## config.mk

```make
export PLATFORM = sky130hd
export DESIGN_NAME = stall_ctrl_flat
export DESIGN_NICKNAME = d
export VERILOG_FILES = /design/src/rtl/mips_abb_pkg.sv /design/src/rtl/stall_ctrl_if.sv /design/src/rtl/stall_wdog.sv /design/src/rtl/stall_ctrl.sv /design/src/flat_wrapper.sv
export SDC_FILE = /design/constraint.sdc
export NUM_CORES = 1
export LEC_CHECK = 0
export BUFFER_PORTS_ARGS = -buffer_cell sky130_fd_sc_hd__buf_2
export CAP_MARGIN = 20
export CORE_MARGIN = 1.5
export CORE_UTILIZATION = 45
export CTS_CLUSTER_SIZE = 8
export DETAILED_ROUTE_END_ITERATION = 6
export PLACE_DENSITY_LB_ADDON = 0.05
export SYNTH_ARGS = -nofsm -noshare
export SYNTH_HDL_FRONTEND = slang
export SYNTH_SLANG_ARGS = --single-unit
```

## constraint.sdc

```tcl
create_clock -name cpu_clk -period 1.9 [get_ports cpu_clk]
set_input_delay 0.38 -clock cpu_clk [delete_from_list [all_inputs] [get_ports cpu_clk]]
set_output_delay 0.38 -clock cpu_clk [all_outputs]
set_load 0.005 [all_outputs]
```

## src/rtl/mips_abb_pkg.sv

```systemverilog
// Shared types and constants for the pipeline stall/flush controller.
// Stop-vector bit k freezes pipeline register k; higher bits are deeper stages.
package mips_abb_pkg;

  typedef logic [5:0] stack_t;

  localparam logic STOP   = 1'b1;
  localparam logic NOSTOP = 1'b0;
  localparam logic RESET  = 1'b1;

  localparam int STG_PC  = 0;
  localparam int STG_IF  = 1;
  localparam int STG_ID  = 2;
  localparam int STG_EX  = 3;
  localparam int STG_MEM = 4;
  localparam int STG_WB  = 5;

  typedef enum logic [1:0] {D_IDLE, D_BUSY, D_DONE} div_state_e;

  // Freeze every stage from pc up to and including 'last'; the spare bit never stops.
  function automatic stack_t stop_upto(int last);
    stack_t s;
    s = {6{NOSTOP}};
    for (int i = STG_PC; i < STG_WB; i++)
      if (i <= last) s[i] = STOP;
    return s;
  endfunction

endpackage

```

## src/rtl/stall_ctrl_if.sv

```systemverilog
// Handshake bundle between the datapath (master) and the stall controller (slave).
interface stall_ctrl_if;
  import mips_abb_pkg::*;

  logic   id_stallreq;
  logic   exe_i_div;
  logic   div_o_done;
  logic   div_i_start;
  logic   div_i_annul;
  logic   div_res_valid;
  logic   mem_i_req;
  logic   dram_ack;
  logic   flush_req;
  logic   flush;
  stack_t stop;
  logic   wdog_err;

  modport master (
    output id_stallreq, exe_i_div, div_o_done, mem_i_req, dram_ack, flush_req,
    input  div_i_start, div_i_annul, div_res_valid, flush, stop, wdog_err
  );

  modport slave (
    input  id_stallreq, exe_i_div, div_o_done, mem_i_req, dram_ack, flush_req,
    output div_i_start, div_i_annul, div_res_valid, flush, stop, wdog_err
  );
endinterface

```

## src/rtl/stall_wdog.sv

```systemverilog
// Saturating wait counter; tmo is high once LIMIT cycles have been counted.
module stall_wdog
  import mips_abb_pkg::*;
#(
  parameter int LIMIT = 15,
  localparam int W = $clog2(LIMIT + 1)
) (
  input  logic clk,
  input  logic rst,
  input  logic clr,
  input  logic inc,
  output logic tmo
);

  logic [W-1:0] cnt;

  assign tmo = (cnt == W'(LIMIT));

  always_ff @(posedge clk) begin
    if (rst == RESET)    cnt <= '0;
    else if (clr)        cnt <= '0;
    else if (inc && !tmo) cnt <= cnt + 1'b1;
  end

endmodule

```

## src/rtl/stall_ctrl.sv

```systemverilog
// Pipeline stall/flush controller: merges ID/EXE/MEM stall requests into the stop
// vector, sequences the multi-cycle divider and bounds divider and DRAM waits.
module stall_ctrl
  import mips_abb_pkg::*;
#(
  parameter int DIV_TIMEOUT = 40,
  parameter int MEM_TIMEOUT = 15
) (
  input logic          cpu_clk,
  input logic          cpu_rst_n,
  stall_ctrl_if.slave  sc
);

  div_state_e state, state_nx;
  stack_t     stop_v;
  logic       div_stall, div_tmo, div_fire;
  logic       mem_stall, mem_tmo;
  logic       err_q;

  // Divider watchdog counts D_BUSY cycles; saturating at DIV_TIMEOUT-1 marks the last allowed one.
  stall_wdog #(.LIMIT(DIV_TIMEOUT - 1)) u_div_wdog (
    .clk (cpu_clk),
    .rst (cpu_rst_n),
    .clr (state != D_BUSY || sc.flush_req),
    .inc (state == D_BUSY),
    .tmo (div_tmo)
  );

  stall_wdog #(.LIMIT(MEM_TIMEOUT)) u_mem_wdog (
    .clk (cpu_clk),
    .rst (cpu_rst_n),
    .clr (sc.flush_req || sc.dram_ack || !sc.mem_i_req),
    .inc (mem_stall),
    .tmo (mem_tmo)
  );

  assign mem_stall = sc.mem_i_req && !sc.dram_ack && !mem_tmo;
  assign div_stall = !sc.flush_req &&
                     ((state == D_IDLE && sc.exe_i_div) || state == D_BUSY);

  // Deepest requester wins; flush overrides every stall.
  always_comb begin
    stop_v = {6{NOSTOP}};
    if (!sc.flush_req) begin
      if (mem_stall)           stop_v = stop_upto(STG_MEM);
      else if (div_stall)      stop_v = stop_upto(STG_EX);
      else if (sc.id_stallreq) stop_v = stop_upto(STG_ID);
    end
  end

  assign sc.stop     = stop_v;
  assign sc.flush    = sc.flush_req;
  // mem_tmo is folded in directly so the error is visible in the release cycle.
  assign sc.wdog_err = err_q || mem_tmo;

  always_ff @(posedge cpu_clk) begin
    if (cpu_rst_n == RESET) begin
      state <= D_IDLE;
      err_q <= 1'b0;
    end else begin
      state <= state_nx;
      err_q <= err_q || div_fire || mem_tmo;
    end
  end

  always_comb begin
    state_nx         = state;
    div_fire         = 1'b0;
    sc.div_i_start   = 1'b0;
    sc.div_i_annul   = 1'b0;
    sc.div_res_valid = 1'b0;
    unique case (state)
      D_IDLE: if (sc.exe_i_div && !sc.flush_req) begin
        sc.div_i_start = 1'b1;
        state_nx       = D_BUSY;
      end
      D_BUSY: begin
        if (sc.flush_req) begin
          sc.div_i_annul = 1'b1;
          state_nx       = D_IDLE;
        end else if (sc.div_o_done) begin
          state_nx = D_DONE;
        end else if (div_tmo) begin
          div_fire       = 1'b1;
          sc.div_i_annul = 1'b1;
          state_nx       = D_DONE;
        end
      end
      // Hold the result until exemem actually captures it, so the same divide is never relaunched.
      D_DONE: begin
        sc.div_res_valid = 1'b1;
        if (sc.flush_req || stop_v[STG_EX] == NOSTOP) state_nx = D_IDLE;
      end
      default: state_nx = D_IDLE;
    endcase
  end

endmodule
```

## src/flat_wrapper.sv

```systemverilog
// flat-port wrapper written by rule: the top's interface ports become plain ports
module stall_ctrl_flat import mips_abb_pkg::*;
#(
  parameter int DIV_TIMEOUT = 40,
  parameter int MEM_TIMEOUT = 15
)
  (cpu_clk, cpu_rst_n, sc_id_stallreq, sc_exe_i_div, sc_div_o_done, sc_mem_i_req, sc_dram_ack, sc_flush_req, sc_div_i_start, sc_div_i_annul, sc_div_res_valid, sc_flush, sc_stop, sc_wdog_err);
  stall_ctrl_if sc_i ();
  input logic cpu_clk;
  input logic cpu_rst_n;
  input wire logic [$bits(sc_i.id_stallreq)-1:0] sc_id_stallreq;
  input wire logic [$bits(sc_i.exe_i_div)-1:0] sc_exe_i_div;
  input wire logic [$bits(sc_i.div_o_done)-1:0] sc_div_o_done;
  input wire logic [$bits(sc_i.mem_i_req)-1:0] sc_mem_i_req;
  input wire logic [$bits(sc_i.dram_ack)-1:0] sc_dram_ack;
  input wire logic [$bits(sc_i.flush_req)-1:0] sc_flush_req;
  output wire logic [$bits(sc_i.div_i_start)-1:0] sc_div_i_start;
  output wire logic [$bits(sc_i.div_i_annul)-1:0] sc_div_i_annul;
  output wire logic [$bits(sc_i.div_res_valid)-1:0] sc_div_res_valid;
  output wire logic [$bits(sc_i.flush)-1:0] sc_flush;
  output wire logic [$bits(sc_i.stop)-1:0] sc_stop;
  output wire logic [$bits(sc_i.wdog_err)-1:0] sc_wdog_err;
  assign sc_i.id_stallreq = sc_id_stallreq;
  assign sc_i.exe_i_div = sc_exe_i_div;
  assign sc_i.div_o_done = sc_div_o_done;
  assign sc_i.mem_i_req = sc_mem_i_req;
  assign sc_i.dram_ack = sc_dram_ack;
  assign sc_i.flush_req = sc_flush_req;
  assign sc_div_i_start = sc_i.div_i_start;
  assign sc_div_i_annul = sc_i.div_i_annul;
  assign sc_div_res_valid = sc_i.div_res_valid;
  assign sc_flush = sc_i.flush;
  assign sc_stop = sc_i.stop;
  assign sc_wdog_err = sc_i.wdog_err;
  stall_ctrl #(.DIV_TIMEOUT(DIV_TIMEOUT), .MEM_TIMEOUT(MEM_TIMEOUT)) u_core (.cpu_clk(cpu_clk), .cpu_rst_n(cpu_rst_n), .sc(sc_i));
endmodule
```

== Word-level counts from Yosys, hierarchy flattened ==
Index checks and enable logic that the tools add are counted.
Storage, ports and cells
  register bits: 13
  bits of input ports: 8
  logic and storage cells: 58
Cells by class
  add/subtract/negate cells: 2
  equality and inequality tests: 8
  mux-type cells: 19
  bitwise operators: 1
  reduce and logical (&&, ||, !) cells: 24
Operator list (number)
  $mux W6: 3
  $mux W2: 5
  $mux W1: 9
  $logic_or A1 B1 Y1: 8
  $logic_and A1 B1 Y1: 7
  $add A6 B1 Y6 const B: 1
  $eq A6 B6 Y1 const B: 1
  $pmux W2 S3: 1
  $logic_not A1 Y1: 5
  $add A4 B1 Y4 const B: 1
  $eq A4 B4 Y1 const B: 1
  $ne A2 B1 Y1 const B: 2
  $ne A4 B3 Y1 const B: 1
  $reduce_or A2 Y1: 2
  $mux W3: 1
  $reduce_and A3 Y1: 1
  $eq A2 B1 Y1 const B: 1
  $eq A2 B2 Y1 const B: 1
  $logic_not A2 Y1: 1
  $ne A2 B2 Y1 const B: 1
  $not A1 Y1: 1

== Depth between registers and ports, before layout ==
  depth in word-level cells: 11
  mapped depth: 5
  mapped depth without buffers: 4

== Cells and area by module ==
From an unflattened synthesis, not the netlist that was laid out.
Second synthesis, totals
  cells, all modules: 87
  area, all modules: 753.2 sq um
By module, submodules not included
  stall_wdog at u_core.u_div_wdog: instances 1, cells an instance 34, area an instance 295.3 sq um
  stall_ctrl: instances 1, cells an instance 31, area an instance 246.5 sq um
  stall_wdog at u_core.u_mem_wdog: instances 1, cells an instance 22, area an instance 211.5 sq um

== Worst setup path before layout ==
OpenSTA, ideal clock, no wires.
  kind: reg-to-output
  start point: register u_core.u_div_wdog.cnt[3]
  end point: output port sc_div_i_annul
  arrival time: 1.239 ns
  slack: 0.281 ns
  stages on the path, launching flop included: 5
  buffers on the path: 1
  path through: dfxtp_1 > or3b_2 > clkbuf_1 > nor3_1 > o21a_1
On the way
  longest elaborated chain between the ends: 5
Ends and longest elaborated chain
  start: declaration: RTL line stall_wdog.sv:15  | logic [W-1:0] cnt;
  start signal: assignment: RTL line stall_wdog.sv:22  | else if (inc && !tmo) cnt <= cnt + 1'b1;
  $eq A6 B6 Y1: RTL line stall_wdog.sv:17  | assign tmo = (cnt == W'(LIMIT));
  $mux W1: RTL line stall_ctrl.sv:83  | end else if (div_tmo) begin
  $mux W1: RTL line stall_ctrl.sv:81  | end else if (sc.div_o_done) begin
  $mux W1: RTL line stall_ctrl.sv:78  | if (sc.flush_req) begin
  $mux W1: RTL line stall_ctrl.sv:72  | unique case (state)
  end: declaration: RTL line flat_wrapper.sv:18  | output wire logic [$bits(sc_i.div_i_annul)-1:0] sc_div_i_annul;
No other way between the ends.

== Final worst setup path ==
  start point: register u_core.u_div_wdog.cnt[4]
  end point: output port sc_div_i_annul
Same word-level chain as after synthesis.

==> key figures <==
Timing
  – Clock period minus final worst setup slack: 1.807 ns
  – Tcrit/Tclk final: 0.9509
  – Final setup fails: 0
  – Fin Clk Skew: 0.002640 ns
  – Hold Vio Cnt, Final: 0
  – Number of pins with negative max-slew slack in the final report: 0
  – Final setup TNS: 0 ns
  – FMAX: 553.5 MHz
  – Unrepaired setup endpoints after global routing: false

Power and ir drop
  – Worst-case vdd ir drop: 0.0004654 V
  – Ratio of total power to cell area: 555.0 nW/um^2
  – Leakage component of the power: 0.3634 nW

Setup path
  – CP Max Fanout: 6
  – Critical path start-end classification: reg -> out
  – CP startpoint kind: register
  – Data arrival time of the critical path: 1.43 ns
  – Required time worst endpoint: 1.52 ns
  – Type of destination of the critical path: output pin

Route
  – DRT Wirelength: 1.641 mm
  – Routed wirelength normalized by instance count: 13.23 um
  – Count of TritonRoute iterations in the first routing pass: 4
  – Ratio of routed vias to standard cells: 5.645
  – Number of nets with antenna violations after detailed routing: 0
  – Routed vias: 700
  – Initial detailed-routing violation count: 18
  – Post-detailed-route DRC marker count: 0

Global routing
  – Via count of the first global-routing pass: 625
  – GRT overflow: 0
  – Antenna violations before repair: 0
  – Pin count of the biggest net entering global routing: 11
  – First-pass GRT wire length: 2.760 mm
  – Tot GR Track Use: 0.1968

Logic synthesis
  – Yosys cell types: 37
  – Most instantiated flip-flop cell in the synthesis netlist: sky130_fd_sc_hd__dfxtp_1
  – Yosys top cell area share: 0.3438
  – Cell type with the largest total area after synthesis: sky130_fd_sc_hd__dfxtp_1
  – Register bit count reported by yosys: 13
  – Post-Synthesis Cells: 91
  – Synth Warn #: 0
  – Mean area per synthesized cell: 8.318 um^2
  – Net Count, Synth: 101
  – Cell types occupying the most area after synthesis: sky130_fd_sc_hd__dfxtp_1, sky130_fd_sc_hd__nor2_1, sky130_fd_sc_hd__buf_4
  – Cell with the most instances after synthesis: sky130_fd_sc_hd__dfxtp_1
  – Portion of the post-synthesis area used by sequential elements: 0.3438
  – Cell area after synthesis: 757.0 um^2
  – Top cells by count, synth: sky130_fd_sc_hd__dfxtp_1, sky130_fd_sc_hd__nor2_1, sky130_fd_sc_hd__nand3_1
  – Async SR Flop Fraction: 0
  – Number of synthesized flops with an enable pin: 0

Job
  – Number of max-capacitance violations reported: 0

Die
  – Area of the core region: 1541 um^2
  – Rows: 14
  – Top-level I/O count: 19
  – Initial core utilization: 0.4911
  – Die Ht: 44.02 um
  – Die Area: 1937 um^2
  – Die span in x: 44.02 um

Placement
  – Half-perimeter wire length of the detailed placement result: 1.197 mm
  – Post-place instance area: 837.1 um^2
  – Total of buffers placed on input and output ports: 17
  – Weighted congestion at the end of routability-driven global placement: 0.8049

Layout
  – Fin nets: 119
  – Summed area of non-filler cells in the final layout: 912.1 um^2
  – Number of fill cells in the layout: 158
  – Syn-to-layout area delta: 20.50%
  – Share of final-layout standard cells stronger than drive strength 1: 0.3056
  – # diodes: 0

Clock tree
  – Number of setup buffers added after CTS: 0
  – Number of buffers created by CTS: 3
  – Clock root cell: sky130_fd_sc_hd__clkbuf_4
  – Clk_lat worst skew: 0.28 ns
  – Clock tree from TritonCTS: built
  – CTS H-Tree Depth: 1
  – Clock slew at the register clock pins of the worst setup and hold paths: 0.08 ns
  – Longest Clk Path Bufs: 2
  – Total clock sinks: 13

Status
  – Status: complete, no violations

Min path
  – Tightest Hold Check Type: in -> reg
==> cell usage in the layout (no fill, tap or decap), drive strengths merged <==
cell,netlist,routed
xor2,1,1
a32oi,1,1
a2111oi,1,1
xnor2,1,1
o31ai,1,1
a21oi,3,3
o21bai,2,2
o21ai,4,4
or4b,1,1
conb,1,1
dfxtp,13,13
and3,2,2
buf,6,21
nand3,5,5
o311ai,1,1
clkbuf,2,4
o41ai,1,1
nor3b,1,1
a21boi,1,1
nor2b,4,4
ha,2,2
a32o,1,1
a31oi,2,2
nand4,4,4
or2,1,1
nand2,4,4
o21a,2,2
nor2,9,9
or3b,1,1
inv,2,2
nand2b,3,3
mux2,1,1
nor4b,3,3
nor3,4,4
==> worst max-delay path, cell delays in order (launching register included) <==
cell	delay [ns]
sky130_fd_sc_hd__dfxtp_1	0.35
sky130_fd_sc_hd__or3b_4	0.45
sky130_fd_sc_hd__nor3_4	0.14
sky130_fd_sc_hd__o21a_1	0.12
sky130_fd_sc_hd__buf_2	0.10
==> report_power, final <==
part	internal (mW)	switching (mW)	leakage (nW)
Combinational	0.0264	0.0288	0.243
Sequential	0.274	0.00325	0.105
Clock	0.0815	0.0918	0.0150
==> flip-flops by register name, indices dropped and copies added, names as in the netlist <==
register	cells
u_core.u_mem_wdog.cnt	4
u_core.state	2
u_core.err_q	1
u_core.u_div_wdog.cnt	6
==> worst paths after layout <==
| path | startpoint | end | slack (ns) | depth (start not counted) |
|---|---|---|---|---|
| hold reg to reg | u_core.u_mem_wdog.cnt[1] | u_core.u_mem_wdog.cnt[1] | 0.52 | 2 |
| hold / removal | cpu_rst_n | u_core.state[0] | 0.33 | 2 |
| setup reg to reg | u_core.state[0] | u_core.u_div_wdog.cnt[3] | 0.47 | 3 |
| setup / recovery | u_core.u_div_wdog.cnt[4] | sc_div_i_annul | 0.09 | 4 |
==> per-layer routing <==
layer / GRT usage / part of all wire / vias up
li1: - / - / 364
met1: 0.2360 / 0.45 / 317
met2: 0.3206 / 0.48 / 15
met3: 0.06122 / 0.043 / 4
met4: 0.09091 / 0.017 / 0
met5: 0 / 0 / -
==> metrics by stage <==
step	worst slack, ns	cells	total power, mW	hold slack (ns)	utilization
2_1_floorplan	0.2814	91	0.3188	0.4514	-
3_3_place_gp	0.2117	120	0.3364	0.4739	0.5430
3_5_place_dp	0.1778	120	0.3370	0.4826	0.5430
4_1_cts	0.02138	124	0.5173	0.3247	0.5722
5_1_grt	0.005960	124	0.5416	0.3261	0.5917
6_report	0.09328	124	0.5063	0.3322	0.5917
==> logic make-up (layout without fill, tap and decap cells) <==
group	count (synthesis)	after routing	share of synthesized area
AOI/OAI and AO/OA	20	20	0.1884
xor gates and xnor gates	2	2	0.02314
adders and majority gates	2	2	0.03305
buffers and inverters	10	27	0.08263
DFF	13	13	0.3438
muxes	1	1	0.01487
other	1	1	0.004954
and+or+nand+nor	42	42	0.3091
==> repair_timing <==
| item | 4_1_cts | 5_1_grt |
|---|---|---|
| setup endpoints to repair | 5 | 5 |
| endpoints found under the hold margin | 0 | 0 |
| gates resized for setup | 4 | 6 |
| hold buffers | 0 | 0 |
| pin swaps | 0 | 2 |
==> final cells by class <==
type	count	area, um^2	area share
Multi-Input combinational cell	68	481.7	0.5281
Sequential cell	13	261.5	0.2867
Tap cell	16	20.02	0.02195
Timing Repair Buffer	21	115.1	0.1262
Clock buffer	4	26.28	0.02881
Inverter	2	7.507	0.008230
No activity file was read; power rests on OpenSTA's default activity.
